## src/rtl/systolic_pe_ws_if.sv

```systemverilog
// Port bundle for one weight-stationary systolic PE; the master side drives the PE inputs.
interface systolic_pe_ws_if #(
  parameter int DATA_W = 16,
  parameter int ACC_W  = 40
);
  logic              clear;
  logic [DATA_W-1:0] act_in;
  logic              act_valid_in;
  logic [DATA_W-1:0] act_out;
  logic              act_valid_out;
  logic [ACC_W-1:0]  psum_in;
  logic [ACC_W-1:0]  psum_out;
  logic              psum_valid_out;
  logic [DATA_W-1:0] w_in;
  logic              w_load;
  logic [DATA_W-1:0] w_out;
  logic              w_swap;
  logic              ovf;

  modport master (
    output clear, act_in, act_valid_in, psum_in, w_in, w_load, w_swap,
    input  act_out, act_valid_out, psum_out, psum_valid_out, w_out, ovf
  );

  modport slave (
    input  clear, act_in, act_valid_in, psum_in, w_in, w_load, w_swap,
    output act_out, act_valid_out, psum_out, psum_valid_out, w_out, ovf
  );
endinterface

```

## src/rtl/systolic_pe_ws.sv

```systemverilog
// Weight-stationary systolic PE: psum_out = psum_in + act_in * active weight, double-buffered
// shadow weight. Define PE_SATURATE_EN for saturating accumulation with a sticky ovf flag.
module systolic_pe_ws #(
  parameter int DATA_W = 16,
  parameter int ACC_W  = 40
) (
  input logic             clk,
  input logic             rst,
  systolic_pe_ws_if.slave bus
);
  if (ACC_W < 2 * DATA_W) begin : g_width_check
    $error("systolic_pe_ws: ACC_W must be at least 2*DATA_W");
  end

  typedef enum logic {StEmpty, StLoaded} state_e;

  state_e                     r_state, w_state_next;
  logic signed [DATA_W-1:0]   r_active;
  logic signed [DATA_W-1:0]   r_shadow;
  logic                       r_shadow_vld;
  logic [DATA_W-1:0]          r_act;
  logic                       r_act_vld;
  logic [ACC_W-1:0]           r_psum;
  logic                       r_psum_vld;
  logic                       r_ovf;

  logic                       w_do_swap;
  logic signed [DATA_W-1:0]   w_act_s;
  logic signed [ACC_W-1:0]    w_psum_s;
  logic signed [2*DATA_W-1:0] w_mul;
  logic signed [2*DATA_W-1:0] w_prod;
  logic signed [ACC_W-1:0]    w_sum;
  logic                       w_clamp;

  // A swap only commits when the shadow actually holds a freshly loaded weight.
  assign w_do_swap = bus.w_swap & r_shadow_vld;

  always_comb begin
    w_state_next = r_state;
    unique case (r_state)
      StEmpty:  if (w_do_swap) w_state_next = StLoaded;
      StLoaded: w_state_next = StLoaded;
    endcase
  end

  always_ff @(posedge clk or posedge rst) begin
    if (rst) begin
      r_state <= StEmpty;
    end else begin
      r_state <= w_state_next;
    end
  end

  always_ff @(posedge clk or posedge rst) begin
    if (rst) begin
      r_active     <= '0;
      r_shadow     <= '0;
      r_shadow_vld <= 1'b0;
    end else begin
      if (w_do_swap) r_active <= r_shadow;
      if (bus.w_load) begin
        r_shadow     <= bus.w_in;
        r_shadow_vld <= 1'b1;
      end else if (w_do_swap) begin
        r_shadow_vld <= 1'b0;
      end
    end
  end

  assign w_act_s  = bus.act_in;
  assign w_psum_s = bus.psum_in;
  assign w_mul    = w_act_s * r_active;
  assign w_prod   = (r_state == StLoaded) ? w_mul : '0;

`ifdef PE_SATURATE_EN
  logic signed [ACC_W:0] w_sum_wide;

  assign w_sum_wide = (ACC_W+1)'(w_psum_s) + (ACC_W+1)'(w_prod);
  // Top two bits disagree exactly when the ACC_W-bit result would have wrapped.
  assign w_clamp    = w_sum_wide[ACC_W] ^ w_sum_wide[ACC_W-1];

  always_comb begin
    w_sum = w_sum_wide[ACC_W-1:0];
    if (w_clamp) begin
      w_sum = w_sum_wide[ACC_W] ? {1'b1, {(ACC_W-1){1'b0}}} : {1'b0, {(ACC_W-1){1'b1}}};
    end
  end
`else
  assign w_sum   = w_psum_s + ACC_W'(w_prod);
  assign w_clamp = 1'b0;
`endif

  always_ff @(posedge clk or posedge rst) begin
    if (rst) begin
      r_act      <= '0;
      r_act_vld  <= 1'b0;
      r_psum     <= '0;
      r_psum_vld <= 1'b0;
      r_ovf      <= 1'b0;
    end else if (bus.clear) begin
      r_act      <= '0;
      r_act_vld  <= 1'b0;
      r_psum     <= '0;
      r_psum_vld <= 1'b0;
      r_ovf      <= 1'b0;
    end else begin
      r_act      <= bus.act_in;
      r_act_vld  <= bus.act_valid_in;
      r_psum_vld <= bus.act_valid_in;
      if (bus.act_valid_in) begin
        r_psum <= w_sum;
        if (w_clamp) r_ovf <= 1'b1;
      end
    end
  end

  assign bus.act_out        = r_act;
  assign bus.act_valid_out  = r_act_vld;
  assign bus.psum_out       = r_psum;
  assign bus.psum_valid_out = r_psum_vld;
  assign bus.w_out          = r_shadow;
  assign bus.ovf            = r_ovf;
endmodule

```

## src/flat_wrapper.sv

```systemverilog
// flat-port wrapper written by rule: the top's interface ports become plain ports
module systolic_pe_ws_flat 
#(
  parameter int DATA_W = 16,
  parameter int ACC_W  = 40
)
  (clk, rst, bus_clear, bus_act_in, bus_act_valid_in, bus_psum_in, bus_w_in, bus_w_load, bus_w_swap, bus_act_out, bus_act_valid_out, bus_psum_out, bus_psum_valid_out, bus_w_out, bus_ovf);
  systolic_pe_ws_if #(.DATA_W(DATA_W), .ACC_W(ACC_W)) bus_i ();
  input logic clk;
  input logic rst;
  input wire logic [$bits(bus_i.clear)-1:0] bus_clear;
  input wire logic [$bits(bus_i.act_in)-1:0] bus_act_in;
  input wire logic [$bits(bus_i.act_valid_in)-1:0] bus_act_valid_in;
  input wire logic [$bits(bus_i.psum_in)-1:0] bus_psum_in;
  input wire logic [$bits(bus_i.w_in)-1:0] bus_w_in;
  input wire logic [$bits(bus_i.w_load)-1:0] bus_w_load;
  input wire logic [$bits(bus_i.w_swap)-1:0] bus_w_swap;
  output wire logic [$bits(bus_i.act_out)-1:0] bus_act_out;
  output wire logic [$bits(bus_i.act_valid_out)-1:0] bus_act_valid_out;
  output wire logic [$bits(bus_i.psum_out)-1:0] bus_psum_out;
  output wire logic [$bits(bus_i.psum_valid_out)-1:0] bus_psum_valid_out;
  output wire logic [$bits(bus_i.w_out)-1:0] bus_w_out;
  output wire logic [$bits(bus_i.ovf)-1:0] bus_ovf;
  assign bus_i.clear = bus_clear;
  assign bus_i.act_in = bus_act_in;
  assign bus_i.act_valid_in = bus_act_valid_in;
  assign bus_i.psum_in = bus_psum_in;
  assign bus_i.w_in = bus_w_in;
  assign bus_i.w_load = bus_w_load;
  assign bus_i.w_swap = bus_w_swap;
  assign bus_act_out = bus_i.act_out;
  assign bus_act_valid_out = bus_i.act_valid_out;
  assign bus_psum_out = bus_i.psum_out;
  assign bus_psum_valid_out = bus_i.psum_valid_out;
  assign bus_w_out = bus_i.w_out;
  assign bus_ovf = bus_i.ovf;
  systolic_pe_ws #(.DATA_W(DATA_W), .ACC_W(ACC_W)) u_core (.clk(clk), .rst(rst), .bus(bus_i));
endmodule
```

## config.mk

```make
export PLATFORM = sky130hd
export DESIGN_NAME = systolic_pe_ws_flat
export DESIGN_NICKNAME = d
export VERILOG_FILES = /design/src/rtl/systolic_pe_ws_if.sv /design/src/rtl/systolic_pe_ws.sv /design/src/flat_wrapper.sv
export SDC_FILE = /design/constraint.sdc
export NUM_CORES = 1
export LEC_CHECK = 0
export CAP_MARGIN = 20
export CORE_MARGIN = 1
export CORE_UTILIZATION = 40
export CTS_CLUSTER_SIZE = 25
export DETAILED_ROUTE_END_ITERATION = 12
export HOLD_SLACK_MARGIN = 0.08
export MAX_ROUTING_LAYER = met4
export PLACE_DENSITY_LB_ADDON = 0.05
export SKIP_CTS_REPAIR_TIMING = 1
export SLEW_MARGIN = 10
export SYNTH_ARGS = -nofsm -noshare
export SYNTH_HDL_FRONTEND = slang
export SYNTH_SLANG_ARGS = --single-unit
```

## constraint.sdc

```tcl
create_clock -name clk -period 18.1 [get_ports clk]
set_input_delay 2.715 -clock clk [delete_from_list [all_inputs] [get_ports clk]]
set_output_delay 2.715 -clock clk [all_outputs]
set_load 0.05 [all_outputs]
```

==> results.py <==
metrics = {
    "setup_path": {
        "cp_slowest_cell": "fa_1",
        "crit_type": "input port to flip-flop",
        "critical_path_arrival_ns": 11.90,
        "r2r-end": "u_core.bus.psum_out[39]$_DFFE_PP0P_",
        "cp_slowest_stage_delay_ns": 0.89,
        "startpoint": "bus_act_in[15]",
        "critical_path_required_ns": 18.38,
        "crit_path_end": "u_core.bus.psum_out[39]$_DFFE_PP0P_",
        "startpoint_type": "input port",
        "r2r_cells": 28,
        "critPathCaptureType": "flip-flop",
        "critPathMaxFanout": 17,
        "r2r-start": "u_core.r_active[1]$_DFFE_PP0P_",
        "crit_path_frequent_cell": "fa_1",
        "r2r_slack_ns": 8.93,
    },
    "die": {
        "rows": 71,
        "coreArea_sq_um": 37700,
        "boundaryPins": 153,
        "chipHeight_microns": 198,
        "die_w_microns": 198,
        "dieArea_sq_um": 39100,
        "initial_core_util": 0.407,
    },
    "yosys": {
        "netlist_area_sq_um": 15300,
        "avgSynthCellArea_sq_um": 9.37,
        "synth.net_count": 2099,
        "netlist_instances": 1637,
        "synth_seq_area_share": 0.148,
        "synth_edf_count": 0,
        "synth_top_area_cell": "fa_1",
        "yosys_warnings": 0,
        "synth_cell_type_count": 69,
        "synth_flop_cell": "dfrtp_1",
        "synth_top_area_frac": 0.343,
        "async_reset_ff_frac": 1.00,
        "ys_ff_latch": 91,
        "synthTopCellsByArea": "fa_1, dfrtp_1, ha_1, inv_1, and2_1",
    },
    "route": {
        "highest_layer": "met4",
        "via_per_inst": 4.96,
        "first_pass_iters": 5,
        "antenna_left": 0,
        "drc": 0,
        "wl_per_cell_microns": 16.4,
        "dr_total_vias": 11229,
        "wl_mm": 37.0,
        "dr.first_iter.drc_count": 394,
        "wl_met1_mm": 16.7,
        "wl_met2_mm": 19.1,
        "wl_met3_microns": 807,
    },
    "timing": {
        "slew_viol_final": 0,
        "relSlewSlack": 0.331,
        "post-route-min-period_ns": 11.63,
        "fin_skew_ns": 0.0134,
        "worstMarginPinSlew_ns": 1.00,
        "setup_violations": 0,
        "period_share": 0.642,
        "rsz0062_at_grt": "false",
        "setup_tns_ns": 0,
        "finalHoldViolations": 0,
        "max_freq_mhz": 86.0,
    },
    "worst_hold_path": {
        "hold_path.class": "flip-flop to flip-flop",
    },
    "layout": {
        "nFillCells": 3763,
        "layout_common_cells": "inv_1, fa_1, nand2_1",
        "antennaDiodeCount": 0,
        "layout_commonest_cell": "inv_1",
        "finalNetCount": 2208,
        "area_growth_pct": 14.4,
        "fin_util": 0.466,
        "drive_above_1_share": 0.0411,
    },
    "grt": {
        "grt_max_degree": 66,
        "grt_pass1_wl_mm": 61.9,
        "grt-ovfl-total": 0,
        "track_usage": 0.210,
        "grt_pass1_vias": 11796,
        "grt_antenna_before_repair": 0,
    },
    "place": {
        "port-buffer-count": 151,
        "place.gp.congestion": 0.834,
        "dp_hpwl_mm": 30.7,
    },
    "clocking": {
        "clock_latency_ns": 0.37,
        "cts_inserted_buffers": 9,
        "clk_pin_slew_worst_paths_ns": 0.06,
        "root_buffer": "clkbuf_16",
        "cts.sinks": 91,
        "clockBufferDepth": 2,
        "tritoncts": "built",
        "h-tree-depth": 3,
    },
    "outcome": {
        "status": "completed",
    },
    "flow_run": {
        "maxCapViolations": 0,
    },
}
==> state kept, by name, summed over array words and instances, names as in the netlist <==
register / count
u_core.bus.psum_out: 40
u_core.bus.act_out: 16
u_core.bus.w_out: 16
u_core.r_active: 16
u_core.bus.act_valid_out: 1
u_core.r_shadow_vld: 1
u_core.r_state: 1
==> worst max-delay path: cells and delay by family <==
kind / cells / cell delay (ns)
simple gates: 10 / 1.78
buf+inv: 2 / 1.04
xor+xnor: 2 / 0.37
fa+ha+maj: 8 / 4.17
compound gates: 7 / 1.80
==> per-stage QoR <==
stage | hold WS (ns) | setup slack, ns | instances | cell area, sq um
2_1_floorplan | 0.450 | 7.71 | 1637 | 15300
3_3_place_gp | 0.460 | 6.32 | 2246 | 17300
3_5_place_dp | 0.474 | 6.20 | 2246 | 17300
4_1_cts | 0.488 | 6.54 | 2262 | 17600
5_1_grt | 0.498 | 5.84 | 2262 | 17600
6_report | 0.480 | 6.47 | 2262 | 17600
==> worst min-delay path by stage <==
stage,cells past startpoint,from,end
detailed placement,1,u_core.r_shadow_vld$_DFFE_PP0P_,u_core.r_shadow_vld$_DFFE_PP0P_
global route,1,u_core.r_shadow_vld$_DFFE_PP0P_,u_core.r_shadow_vld$_DFFE_PP0P_
floorplan,1,u_core.r_shadow_vld$_DFFE_PP0P_,u_core.r_shadow_vld$_DFFE_PP0P_
CTS,1,u_core.r_shadow_vld$_DFFE_PP0P_,u_core.r_shadow_vld$_DFFE_PP0P_
global placement,1,u_core.r_shadow_vld$_DFFE_PP0P_,u_core.r_shadow_vld$_DFFE_PP0P_
finish,1,u_core.r_shadow_vld$_DFFE_PP0P_,u_core.r_shadow_vld$_DFFE_PP0P_
==> synth_stat cells, drive strengths merged (15+ instances only) <==
cell	instances
o21a	15
nor3	17
nor2b	22
nand2b	20
nand2	150
nand3	15
a21oi	68
nor2	97
dfrtp	91
o21ai	35
inv	298
xor2	22
fa	263
and2	132
xnor2	37
mux2	33
mux2i	16
clkbuf	50
a21o	30
ha	121
==> per-layer routing <==
metal / track usage / up-vias
met4: 0.0457 / 0
met2: 0.354 / 139
li1: - / 5327
met3: 0.0221 / 18
met5: - / -
met1: 0.274 / 5745
==> cell type report <==
cell class	instances	area (sq um)	share of cell area
inverters	299	1120	0.0641
flip-flops and latches	91	2280	0.130
well taps	511	639	0.0364
repair buffers	155	1530	0.0872
multi-input cells	1190	11700	0.668
clock inverters	4	27.5	0.00157
clock buffers	12	236	0.0135
==> logic make-up after synthesis <==
logic type / after synthesis / synth area share
AO/OA/AOI/OAI: 211 / 0.0949
adder cells (fa/ha/maj): 384 / 0.442
XOR/XNOR: 60 / 0.0351
buffers and inverters: 356 / 0.0876
flip-flops: 91 / 0.148
AND/OR/NAND/NOR: 485 / 0.157
multiplexers: 49 / 0.0349
other: 1 / 0.000244
Power is not shown: default switching activity piles up to over one toggle a cycle in this logic, so the estimate is an artifact.
